$ cat config.mk
export PLATFORM = sky130hd
export DESIGN_NAME = shifter_pipe_flat
export DESIGN_NICKNAME = d
export VERILOG_FILES = /design/src/rtl/shifter_pipe_if.sv /design/src/rtl/shifter_pipe.sv /design/src/flat_wrapper.sv
export SDC_FILE = /design/constraint.sdc
export NUM_CORES = 1
export LEC_CHECK = 0
export ABC_AREA = 1
export BUFFER_PORTS_ARGS = -buffer_cell sky130_fd_sc_hd__buf_2
export CAP_MARGIN = 10
export CORE_ASPECT_RATIO = 1.1
export CORE_UTILIZATION = 35
export DETAILED_ROUTE_END_ITERATION = 8
export SETUP_SLACK_MARGIN = 0.4
export SLEW_MARGIN = 0
export SYNTH_ARGS = -nofsm -noshare
export SYNTH_HDL_FRONTEND = slang
export SYNTH_SLANG_ARGS = --single-unit
$ cat constraint.sdc
create_clock -name clk -period 2.8 [get_ports clk]
set_clock_uncertainty 0.15 [all_clocks]
set_input_delay 0.28 -clock clk [delete_from_list [all_inputs] [get_ports clk]]
set_output_delay 0.28 -clock clk [all_outputs]
set_load 0.02 [all_outputs]
$ cat src/rtl/shifter_pipe_if.sv
// ---------------------------------------------------------------------------
// shifter_pipe_if
//   Bundles the upstream (operand) and downstream (result) valid/ready
//   channels of shifter_pipe.
//
//   Handshake rule for both channels: a transfer happens on a rising clock
//   edge where valid and ready are both high. The sender keeps valid and its
//   data stable until that transfer. ready may depend on the receiver's state
//   and on the downstream ready, but never on valid.
//
//   Signals
//     in_valid   upstream presents an operation
//     in_ready   pipe accepts the operation this cycle
//     In_A       operand
//     Cnt        shift amount 0..2**CNT_W-1
//     Op         00 rotl, 01 shl, 10 rotr, 11 shr
//     out_valid  Out holds a completed result
//     out_ready  downstream consumes Out this cycle
//     Out        result
//   Modports
//     master  drives the operation and consumes the result (upstream/downstream side)
//     slave   the shifter pipe itself
// ---------------------------------------------------------------------------
interface shifter_pipe_if #(
   parameter int WIDTH = 16,
   parameter int CNT_W = 4
);
   logic             in_valid;
   logic             in_ready;
   logic [WIDTH-1:0] In_A;
   logic [CNT_W-1:0] Cnt;
   logic [1:0]       Op;
   logic             out_valid;
   logic             out_ready;
   logic [WIDTH-1:0] Out;

   modport master (
      output in_valid, In_A, Cnt, Op, out_ready,
      input  in_ready, out_valid, Out
   );

   modport slave (
      input  in_valid, In_A, Cnt, Op, out_ready,
      output in_ready, out_valid, Out
   );
endinterface

$ cat src/rtl/shifter_pipe.sv
// ---------------------------------------------------------------------------
// shifter_pipe
//   Two-stage pipelined 16-bit shifter/rotator built from a 1/2/4/8
//   mux-stage chain.
//     S1 register: result after the shift-by-1 and shift-by-2 stages,
//                  plus the upper count bits and the op code.
//     S2 register: result after the shift-by-4 and shift-by-8 stages,
//                  already un-reversed for right ops. Drives Out directly.
//   Right ops are done with the left chain: the operand is bit-reversed on
//   entry and the final result bit-reversed on exit.
//
//   Ports
//     clk    rising-edge clock
//     rst    asynchronous active-high reset
//     flush  synchronous; kills everything in flight, drops this cycle's input
//     bus    shifter_pipe_if slave modport (operand in, result out)
//
//   WIDTH must be 16 and CNT_W must be 4: the four mux stages are fixed.
// ---------------------------------------------------------------------------
module shifter_pipe #(
   parameter int WIDTH = 16,
   parameter int CNT_W = 4
) (
   input  logic          clk,
   input  logic          rst,
   input  logic          flush,
   shifter_pipe_if.slave bus
);

   // ------------------------------------------------------------------------
   // Helpers
   // ------------------------------------------------------------------------
   function automatic logic [WIDTH-1:0] bit_rev(input logic [WIDTH-1:0] x);
      logic [WIDTH-1:0] r;
      for (int i = 0; i < WIDTH; i++) begin
         r[i] = x[WIDTH-1-i];
      end
      return r;
   endfunction

   // ------------------------------------------------------------------------
   // Pipeline registers
   // ------------------------------------------------------------------------
   logic             s1_valid_q, s1_valid_d;
   logic [WIDTH-1:0] s1_data_q,  s1_data_d;
   logic [1:0]       s1_cnt_hi_q, s1_cnt_hi_d;   // Cnt[3:2], consumed by stage 2
   logic [1:0]       s1_op_q,    s1_op_d;

   logic             s2_valid_q, s2_valid_d;
   logic [WIDTH-1:0] s2_data_q,  s2_data_d;

   // ------------------------------------------------------------------------
   // Handshake
   // ------------------------------------------------------------------------
   logic adv1;
   logic adv2;
   logic accept;

   // A stage may take new contents when it is empty or its contents leave.
   assign adv2   = ~s2_valid_q | bus.out_ready;
   assign adv1   = ~s1_valid_q | adv2;
   // flush beats accept: the operation offered in a flush cycle is dropped.
   assign accept = bus.in_valid & adv1 & ~flush;

   // ------------------------------------------------------------------------
   // Stage 1 datapath: entry reversal, shift-by-1, shift-by-2
   // ------------------------------------------------------------------------
   logic [CNT_W-1:0] cnt_in;
   logic             rot_in;
   logic [WIDTH-1:0] st_in;
   logic [WIDTH-1:0] st_1;
   logic [WIDTH-1:0] st_2;

   assign cnt_in = bus.Cnt;
   // Op[0]=0 means rotate: vacated bits take the bits shifted out at the top.
   assign rot_in = ~bus.Op[0];

   always_comb begin
      st_in = bus.Op[1] ? bit_rev(bus.In_A) : bus.In_A;

      st_1 = st_in;
      if (cnt_in[0]) begin
         st_1 = {st_in[WIDTH-2:0], rot_in & st_in[WIDTH-1]};
      end

      st_2 = st_1;
      if (cnt_in[1]) begin
         st_2 = {st_1[WIDTH-3:0], (rot_in ? st_1[WIDTH-1:WIDTH-2] : 2'b00)};
      end
   end

   // ------------------------------------------------------------------------
   // Stage 2 datapath: shift-by-4, shift-by-8, exit reversal
   // ------------------------------------------------------------------------
   logic             rot_s1;
   logic [WIDTH-1:0] st_4;
   logic [WIDTH-1:0] st_8;
   logic [WIDTH-1:0] st_out;

   assign rot_s1 = ~s1_op_q[0];

   always_comb begin
      st_4 = s1_data_q;
      if (s1_cnt_hi_q[0]) begin
         st_4 = {s1_data_q[WIDTH-5:0], (rot_s1 ? s1_data_q[WIDTH-1:WIDTH-4] : 4'h0)};
      end

      st_8 = st_4;
      if (s1_cnt_hi_q[1]) begin
         st_8 = {st_4[WIDTH-9:0], (rot_s1 ? st_4[WIDTH-1:WIDTH-8] : 8'h00)};
      end

      st_out = s1_op_q[1] ? bit_rev(st_8) : st_8;
   end

   // ------------------------------------------------------------------------
   // Next-state logic
   // ------------------------------------------------------------------------
   always_comb begin
      s1_valid_d  = s1_valid_q;
      s1_data_d   = s1_data_q;
      s1_cnt_hi_d = s1_cnt_hi_q;
      s1_op_d     = s1_op_q;
      s2_valid_d  = s2_valid_q;
      s2_data_d   = s2_data_q;

      if (flush) begin
         // Data registers keep whatever they hold; only the valid bits matter.
         s1_valid_d = 1'b0;
         s2_valid_d = 1'b0;
      end else begin
         if (adv1) begin
            s1_valid_d = accept;
            if (accept) begin
               s1_data_d   = st_2;
               s1_cnt_hi_d = cnt_in[CNT_W-1:CNT_W-2];
               s1_op_d     = bus.Op;
            end
         end

         if (adv2) begin
            s2_valid_d = s1_valid_q;
            // Bubbles leave S2 data untouched so Out only moves on real results.
            if (s1_valid_q) begin
               s2_data_d = st_out;
            end
         end
      end
   end

   // ------------------------------------------------------------------------
   // State registers
   // ------------------------------------------------------------------------
   always_ff @(posedge clk or posedge rst) begin
      if (rst) begin
         s1_valid_q  <= 1'b0;
         s1_data_q   <= '0;
         s1_cnt_hi_q <= 2'b00;
         s1_op_q     <= 2'b00;
         s2_valid_q  <= 1'b0;
         s2_data_q   <= '0;
      end else begin
         s1_valid_q  <= s1_valid_d;
         s1_data_q   <= s1_data_d;
         s1_cnt_hi_q <= s1_cnt_hi_d;
         s1_op_q     <= s1_op_d;
         s2_valid_q  <= s2_valid_d;
         s2_data_q   <= s2_data_d;
      end
   end

   // ------------------------------------------------------------------------
   // Outputs: Out is purely registered, no path from In_A.
   // ------------------------------------------------------------------------
   assign bus.in_ready  = adv1;
   assign bus.out_valid = s2_valid_q;
   assign bus.Out       = s2_data_q;

endmodule

$ cat src/flat_wrapper.sv
// flat-port wrapper written by rule: the top's interface ports become plain ports
module shifter_pipe_flat 
#(
   parameter int WIDTH = 16,
   parameter int CNT_W = 4
)
  (clk, rst, flush, bus_in_valid, bus_In_A, bus_Cnt, bus_Op, bus_out_ready, bus_in_ready, bus_out_valid, bus_Out);
  shifter_pipe_if #(.WIDTH(WIDTH), .CNT_W(CNT_W)) bus_i ();
  input  logic clk;
  input  logic rst;
  input  logic flush;
  input wire logic [$bits(bus_i.in_valid)-1:0] bus_in_valid;
  input wire logic [$bits(bus_i.In_A)-1:0] bus_In_A;
  input wire logic [$bits(bus_i.Cnt)-1:0] bus_Cnt;
  input wire logic [$bits(bus_i.Op)-1:0] bus_Op;
  input wire logic [$bits(bus_i.out_ready)-1:0] bus_out_ready;
  output wire logic [$bits(bus_i.in_ready)-1:0] bus_in_ready;
  output wire logic [$bits(bus_i.out_valid)-1:0] bus_out_valid;
  output wire logic [$bits(bus_i.Out)-1:0] bus_Out;
  assign bus_i.in_valid = bus_in_valid;
  assign bus_i.In_A = bus_In_A;
  assign bus_i.Cnt = bus_Cnt;
  assign bus_i.Op = bus_Op;
  assign bus_i.out_ready = bus_out_ready;
  assign bus_in_ready = bus_i.in_ready;
  assign bus_out_valid = bus_i.out_valid;
  assign bus_Out = bus_i.Out;
  shifter_pipe #(.WIDTH(WIDTH), .CNT_W(CNT_W)) u_core (.clk(clk), .rst(rst), .flush(flush), .bus(bus_i));
endmodule
==> qor.json, run 1 <==
{
  "post_cts.resized_instances": {"value": 0},
  "totalPowerFinal": {"value": 1.80, "unit": "mW"},
  "synth_xor_area_frac": {"value": 0},
  "antenna_violating_nets_post_route": {"value": 0},
  "antenna_found_initial": {"value": 0},
  "hpwlAfterDp": {"value": 4940, "unit": "µm"},
  "cell_internal_pwr": {"value": 1.09, "unit": "mW"},
  "timing.slew.headroom": {"value": 0.624},
  "global_route.usage.total": {"value": 0.175},
  "seq_area_frac_synth": {"value": 0.345},
  "fin_setup_tns": {"value": 0, "unit": "ns"},
  "cts_root_buffer": {"value": "clkbuf_8"},
  "synthDominantCellAreaShare": {"value": 0.345},
  "fp.dieW": {"value": 86.6, "unit": "µm"},
  "area_growth": {"value": 10.2, "unit": "%"},
  "rsz0062_at_grt": {"value": "no"},
  "delay_of_the_slowest_cell_on_the_worst_path": {"value": 0.70, "unit": "ns"},
  "initial_core_util": {"value": 0.365},
  "fillers": {"value": 839},
  "path_common_cell": {"value": "nand2_1"},
  "power.combinational.fraction": {"value": 0.367},
  "postSynthRegisterBits": {"value": 38},
  "post-route-worst-setup-slack": {"value": 1.16, "unit": "ns"},
  "clock_tree.htree_level_count": {"value": 2},
  "nNetsFinal": {"value": 485},
  "synth_compound_gate_area_share": {"value": 0.0132},
  "synth.area.top_cells": {"value": "dfrtp_1 (35%), nand2_1 (29%), nand3_1 (19%)"},
  "post_synth_fa_ha_maj_area_fraction": {"value": 0},
  "aggregate_global_routing_overflow": {"value": 0},
  "async_reset_ff_frac": {"value": 1.00},
  "final_min_period_over_clock_period": {"value": 0.585},
  "synth_mux_area_frac": {"value": 0},
  "layout.cells.non_filler": {"value": 564},
  "power.static_leakage": {"value": 1.71, "unit": "nW"},
  "die_h": {"value": 95.1, "unit": "µm"},
  "clkPwrFrac": {"value": 0.213},
  "number_of_cells_produced_by_synthesis": {"value": 425},
  "cts_tree": {"value": "yes"},
  "seq_power_share": {"value": 0.420},
  "postCtsHoldBufs": {"value": 1},
  "cp.buffers_inverters": {"value": 1},
  "path_max_fanout": {"value": 17},
  "endpoint_kind": {"value": "flop"},
  "status": {"value": "finished, final reports clean"},
  "required": {"value": 2.83, "unit": "ns"},
  "critical_path.cell_chain": {"value": "inv_6, nand2_1, nand3_1, nand2_1, nand2_1, nand3_1, nand2_1"},
  "fp.dieArea": {"value": 8230, "unit": "µm²"},
  "initialDrtViolationCount": {"value": 165},
  "route.detailed.wl_per_inst": {"value": 11.2, "unit": "µm"},
  "row_count": {"value": 33},
  "post_synth_num_cell_types": {"value": 18},
  "place_congestion": {"value": 0.856},
  "post-synth-top-count-cell": {"value": "nand2_1"},
  "top_level_ports": {"value": 45},
  "setup_viol_count_final": {"value": 0},
  "grt_pass1_wl": {"value": 11600, "unit": "µm"},
  "vias": {"value": 2739},
  "holdWs": {"value": 0.0185, "unit": "ns"},
  "post_cts.repair.setup_buffers": {"value": 0},
  "synth_top_family_by_area": {"value": "simple AND/OR/NAND/NOR gates"},
  "setup.worst_path.class": {"value": "flop to flop"},
  "wire_length_after_detailed_routing": {"value": 6340, "unit": "µm"},
  "power_density": {"value": 591, "unit": "nW/µm²"},
  "preCtsSetupSlack": {"value": 1.20, "unit": "ns"},
  "viasPerCell": {"value": 4.86},
  "report.final.slew_viol_count": {"value": 0},
  "inserted_diodes": {"value": 0},
  "cts.clk_slew.worst_paths": {"value": 0.07, "unit": "ns"},
  "drt-pass1-iter-count": {"value": 4},
  "worstPathArrival": {"value": 1.67, "unit": "ns"},
  "synth.top_cells.by_count": {"value": "nand2_1 (214), nand3_1 (107), dfrtp_1 (38)"},
  "placed_cells_incl_taps": {"value": 555},
  "clkLatencyLatePin": {"value": 0.29, "unit": "ns"},
  "synthSimpleGateAreaFrac": {"value": 0.549},
  "peakVddDrop": {"value": 0.000172, "unit": "V"},
  "finalHoldViolCount": {"value": 0},
  "worstSetupStartpointType": {"value": "flop"},
  "net-switching-power": {"value": 0.706, "unit": "mW"},
  "critical_path.slowest_cell": {"value": "dfrtp_1"},
  "grt_pass1_vias": {"value": 2647},
  "maxClockFrequency": {"value": 611, "unit": "MHz"},
  "cp_top_family": {"value": "flip-flops"},
  "timing.final.crit_period": {"value": 1.64, "unit": "ns"},
  "synthesis.nets": {"value": 452},
  "placeableCoreArea": {"value": 7560, "unit": "µm²"},
  "ff_latch_area": {"value": 951, "unit": "µm²"},
  "drc_errors": {"value": 0},
  "cts_buffer_depth": {"value": 2},
  "maxCapViolations": {"value": 0},
  "number_of_synthesized_flops_with_an_enable_pin": {"value": 0},
  "multi_input_comb_area": {"value": 1550, "unit": "µm²"},
  "worst-slew-pin-transition": {"value": 0.563, "unit": "ns"},
  "hold_class": {"value": "primary input to flop"},
  "final_layout_size_suffix_gt1_frac": {"value": 0.185},
  "tritoncts.num_buffers": {"value": 5},
  "grt_max_degree": {"value": 39},
  "post_synth_instance_area": {"value": 2760, "unit": "µm²"},
  "number_of_warnings_issued_by_yosys": {"value": 0},
  "syn_avg_cell_area": {"value": 6.48, "unit": "µm²"},
  "switching_share": {"value": 0.393},
  "count_of_input_and_output_buffers": {"value": 44},
  "synth_flop_cell": {"value": "dfrtp_1"},
  "tritoncts_num_sinks": {"value": 38},
  "synth_largest_area_cell": {"value": "dfrtp_1"}
}
==> layout make-up <==
type,count,share of cell area
clock buffers,7,0.0284
clock inverters,1,0.00165
inverters,15,0.0227
multi-input cells,351,0.510
flip-flops and latches,38,0.313
well taps,105,0.0433
repair buffers,47,0.0808
==> logic make-up after synthesis <==
| kind of cell | after synthesis |
|---|---|
| buf+inv | 36 |
| simple gates | 346 |
| flops | 38 |
| compound gates | 5 |
==> final timing paths <==
check	startpoint	end	slack (ns)	cells after the start
min reg2reg	u_core.bus.Out[9]	u_core.bus.Out[9]	0.32	2
max	u_core.s1_cnt_hi_q[0]	u_core.bus.Out[15]	1.16	7
min in group asynchronous	rst	u_core.s1_data_q[11]	0.49	4
max in group asynchronous	rst	u_core.s1_data_q[15]	1.68	4
min	flush	u_core.s1_valid_q	0.02	2
max reg2reg	u_core.s1_cnt_hi_q[0]	u_core.bus.Out[15]	1.16	7
==> power by group through the flow <==
stage          sequential (mW)  combinational, mW  clock (mW)
6_report                 0.754              0.659       0.383
5_1_grt                  0.768              0.760       0.421
4_1_cts                  0.754              0.662       0.398
3_5_place_dp             0.764              0.659           0
3_3_place_gp             0.759              0.654           0
2_1_floorplan            0.822              0.447           0
==> metrics by stage <==
step,cell area [µm²],util
global placement,2940,0.388
global route,3040,0.402
floorplan,2760,-
CTS,3040,0.402
detailed placement,2940,0.388
finish,3040,0.402
==> flip-flops by register name (all words and copies together) (netlist names) <==
name and cells:
u_core.s1_valid_q 1, u_core.bus.out_valid 1, u_core.s1_data_q 16, u_core.bus.Out 16, u_core.s1_op_q 2, u_core.s1_cnt_hi_q 2
==> layer usage <==
| layer | global-route usage | part of all wire |
|---|---|---|
| met5 | 0 | 0 |
| met4 | 0.0528 | 0.015 |
| met3 | 0.0260 | 0.028 |
| met2 | 0.302 | 0.47 |
| met1 | 0.226 | 0.49 |
==> layout by cell type (no fill, tap or decap), types with 2 or more instances in the layout <==
| cell type | Yosys | layout |
|---|---|---|
| nand2_1 | 214 | 214 |
| nand3_1 | 107 | 107 |
| buf_2 | 8 | 44 |
| dfrtp_1 | 38 | 38 |
| nand2_2 | 17 | 17 |
| inv_1 | 8 | 8 |
| clkbuf_8 | 0 | 6 |
| inv_2 | 4 | 4 |
| nor2_4 | 3 | 3 |
| nor2_1 | 3 | 3 |
| o21ai_2 | 3 | 3 |
| inv_6 | 2 | 2 |
| nand2_4 | 2 | 2 |
| buf_4 | 2 | 2 |
(Power assumes the default switching activity.)
==> inputs of run 2 (changes only) <==
==> constraint.sdc (replaced) <==
create_clock -name clk -period 1.7 [get_ports clk]
set_clock_uncertainty 0.15 [all_clocks]
set_input_delay 0.17 -clock clk [delete_from_list [all_inputs] [get_ports clk]]
set_output_delay 0.17 -clock clk [all_outputs]
set_load 0.02 [all_outputs]
==> run 2 against run 1 <==
Sequential cell count did not move. Largest power group is now combinational logic. Worst setup slack got worse by 0.86 ns. Critical path depth did not move. Hold slack got worse by 0.0083 ns. Sequential power rose by 70%. Non-clock buffer count rose by 18. Via count rose by 7.1%. Combinational power rose by 110%. Clock-buffer cell count did not move. Design area rose by 19%. Die area did not move.
==> qor.json, run 2 (synthesized netlist as in run 1, its figures left out) <==
{
  "status": {"value": "finished, final reports clean"},
  "power_density": {"value": 900, "unit": "nW/µm²", "change": "+52%"},
  "aggregate_global_routing_overflow": {"value": 0, "change": "unchanged"},
  "peakVddDrop": {"value": 0.000284, "unit": "V", "change": "+66%"},
  "vias": {"value": 2933, "change": "+7.1%"},
  "hold_class": {"value": "primary input to flop"},
  "fp.dieArea": {"value": 8230, "unit": "µm²", "change": "unchanged"},
  "place_congestion": {"value": 0.869, "change": "+1.5%"},
  "grt_pass1_wl": {"value": 12200, "unit": "µm", "change": "+5.0%"},
  "top_level_ports": {"value": 45, "change": "unchanged"},
  "cts_root_buffer": {"value": "clkbuf_8"},
  "layout.cells.most_common": {"value": "nand2_1"},
  "critical_path.slowest_cell": {"value": "dfrtp_2"},
  "area_growth": {"value": 30.6, "unit": "%"},
  "placed_cells_incl_taps": {"value": 561, "change": "+1.1%"},
  "cp_num_cells": {"value": 7, "change": "unchanged"},
  "clkLatencyLatePin": {"value": 0.29, "unit": "ns", "change": "about the same"},
  "cp_top_family": {"value": "flip-flops"},
  "layout.cells.non_filler": {"value": 581, "change": "+3.0%"},
  "maxCapViolations": {"value": 0, "change": "unchanged"},
  "timing.slew.headroom": {"value": 0.769, "change": "+0.144"},
  "ff2ff_path_depth": {"value": 7, "change": "unchanged"},
  "wirelength_met1": {"value": 3280, "unit": "µm", "change": "+5.7%"},
  "preCtsSetupSlack": {"value": 0.286, "unit": "ns", "change": "-0.916 ns"},
  "cts_buffer_depth": {"value": 2, "change": "unchanged"},
  "path_common_cell": {"value": "nand2_2"},
  "grt_pass1_vias": {"value": 2756, "change": "+4.1%"},
  "finalHoldViolCount": {"value": 0, "change": "unchanged"},
  "worstSetupStartpointType": {"value": "flop"},
  "cp.buffers_inverters": {"value": 1, "change": "unchanged"},
  "final_layout_size_suffix_gt1_frac": {"value": 0.370, "change": "+0.185"},
  "timing.final.crit_period": {"value": 1.39, "unit": "ns", "change": "-0.243 ns"},
  "power.static_leakage": {"value": 1.94, "unit": "nW", "change": "+13%"},
  "endpoint_kind": {"value": "flop"},
  "topRoutingLayerUsed": {"value": "met4"},
  "final_util": {"value": 0.476, "change": "+0.0743"},
  "cts.clk_slew.worst_paths": {"value": 0.07, "unit": "ns", "change": "about the same"},
  "initialDrtViolationCount": {"value": 119, "change": "-28%"},
  "antenna_found_initial": {"value": 0, "change": "unchanged"},
  "dr_wl_met3": {"value": 239, "unit": "µm", "change": "+37%"},
  "route.detailed.wl_per_inst": {"value": 13.0, "unit": "µm", "change": "+15%"},
  "clock_tree.htree_level_count": {"value": 2, "change": "unchanged"},
  "inserted_diodes": {"value": 0, "change": "unchanged"},
  "nNetsFinal": {"value": 503, "change": "+3.7%"},
  "report.final.slew_viol_count": {"value": 0, "change": "unchanged"},
  "rsz0062_at_grt": {"value": "yes"},
  "maxClockFrequency": {"value": 717, "unit": "MHz", "change": "+17%"},
  "dr_wl_met2": {"value": 3900, "unit": "µm", "change": "+31%"},
  "critical_path.cell_chain": {"value": "buf_8, nand3_4, nand2_2, nand2_2, nand3_2, nand3_1, nand2_1"},
  "initial_core_util": {"value": 0.365, "change": "unchanged"},
  "die_h": {"value": 95.1, "unit": "µm", "change": "unchanged"},
  "tritoncts_num_sinks": {"value": 38, "change": "unchanged"},
  "post-route-worst-setup-slack": {"value": 0.306, "unit": "ns", "change": "-0.857 ns"},
  "count_of_input_and_output_buffers": {"value": 44, "change": "unchanged"},
  "hpwlAfterDp": {"value": 5140, "unit": "µm", "change": "+3.9%"},
  "antenna_violating_nets_post_route": {"value": 0, "change": "unchanged"},
  "setup_viol_count_final": {"value": 0, "change": "unchanged"},
  "fin_setup_tns": {"value": 0, "unit": "ns", "change": "unchanged"},
  "worstPathArrival": {"value": 1.44, "unit": "ns", "change": "-0.23 ns"},
  "cts_tree": {"value": "yes"},
  "grt_max_degree": {"value": 23, "change": "-41%"},
  "drt-pass1-iter-count": {"value": 4, "change": "unchanged"},
  "worst-slew-pin-transition": {"value": 0.347, "unit": "ns", "change": "-0.217 ns"},
  "drc_errors": {"value": 0, "change": "unchanged"},
  "fp.dieW": {"value": 86.6, "unit": "µm", "change": "unchanged"},
  "setup.worst_path.class": {"value": "flop to flop"},
  "row_count": {"value": 33, "change": "unchanged"},
  "delay_of_the_slowest_cell_on_the_worst_path": {"value": 0.50, "unit": "ns", "change": "-0.20 ns"},
  "min_delay_path_depth": {"value": 4, "change": "+2"},
  "tritoncts.num_buffers": {"value": 5, "change": "unchanged"},
  "final_min_period_over_clock_period": {"value": 0.820, "change": "+0.235"},
  "path_max_fanout": {"value": 6, "change": "-11"},
  "viasPerCell": {"value": 5.05, "change": "+3.9%"},
  "placeableCoreArea": {"value": 7560, "unit": "µm²", "change": "unchanged"},
  "top_library_cells_by_usage_in_the_layout_fill_and_taps_aside": {"value": "nand2_1 (170), nand3_1 (77), nand2_2 (50)"},
  "wire_length_after_detailed_routing": {"value": 7530, "unit": "µm", "change": "+19%"},
  "required": {"value": 1.74, "unit": "ns", "change": "-1.09 ns"},
  "global_route.usage.total": {"value": 0.186, "change": "+0.0112"}
}
## run 2: cell type report
type                            instances  area, µm²
Tap cell                              105        131
Timing Repair Buffer                   65        454
Sequential cell                        38        953
Inverter                               15       95.1
Fill cell                             808       3960
Multi-Input combinational cell        351       1890
Clock buffer                            7       76.3
## run 2: what timing repair did
item / CTS / global route
gates resized for setup: 34 / 69
hold buffers: 6 / 0
setup buffers: 3 / 2
endpoints found under the hold margin: 16 / 0
setup endpoints to repair: 36 / 49
cloned: 1 / 1
pin swaps: 23 / 36
## run 2: worst register-to-register path, delay by kind of cell, from the launching register on
family / cells / cell delay (ns)
DFF: 1 / 0.50
and+or+nand+nor: 6 / 0.45
buffers and inverters: 1 / 0.19
## run 2: metal layers
layer | global-route usage | vias to the layer above
li1 | - | 1465
met1 | 0.234 | 1383
met2 | 0.326 | 74
met3 | 0.0251 | 11
met4 | 0.0681 | 0
met5 | 0 | -
## run 2: report_power, final
| group | internal [mW] | switching (mW) | total (mW) |
|---|---|---|---|
| registers | 1.09 | 0.187 | 1.28 |
| logic | 0.509 | 0.868 | 1.38 |
| clock network | 0.282 | 0.302 | 0.585 |
| total | 1.88 | 1.36 | 3.24 |
## run 2: worst paths after layout
kind	slack, ns	start	to
setup / recovery	0.31	u_core.s1_cnt_hi_q[0]	u_core.bus.Out[3]
hold / removal	0.01	flush	u_core.bus.out_valid
setup reg to reg	0.31	u_core.s1_cnt_hi_q[0]	u_core.bus.Out[3]
hold reg to reg	0.32	u_core.bus.Out[9]	u_core.bus.Out[9]
max in group asynchronous	0.70	rst	u_core.bus.Out[13]
min in group asynchronous	0.24	rst	u_core.bus.Out[1]
## run 2: through the flow
step	power, mW	hold WS [ns]	area, µm²
2_1_floorplan	2.10	0.0831	2800
3_3_place_gp	2.36	0.0757	3020
3_5_place_dp	2.38	0.0707	3020
4_1_cts	3.06	0.00635	3300
5_1_grt	3.46	0.0424	3600
6_report	3.24	0.0102	3600
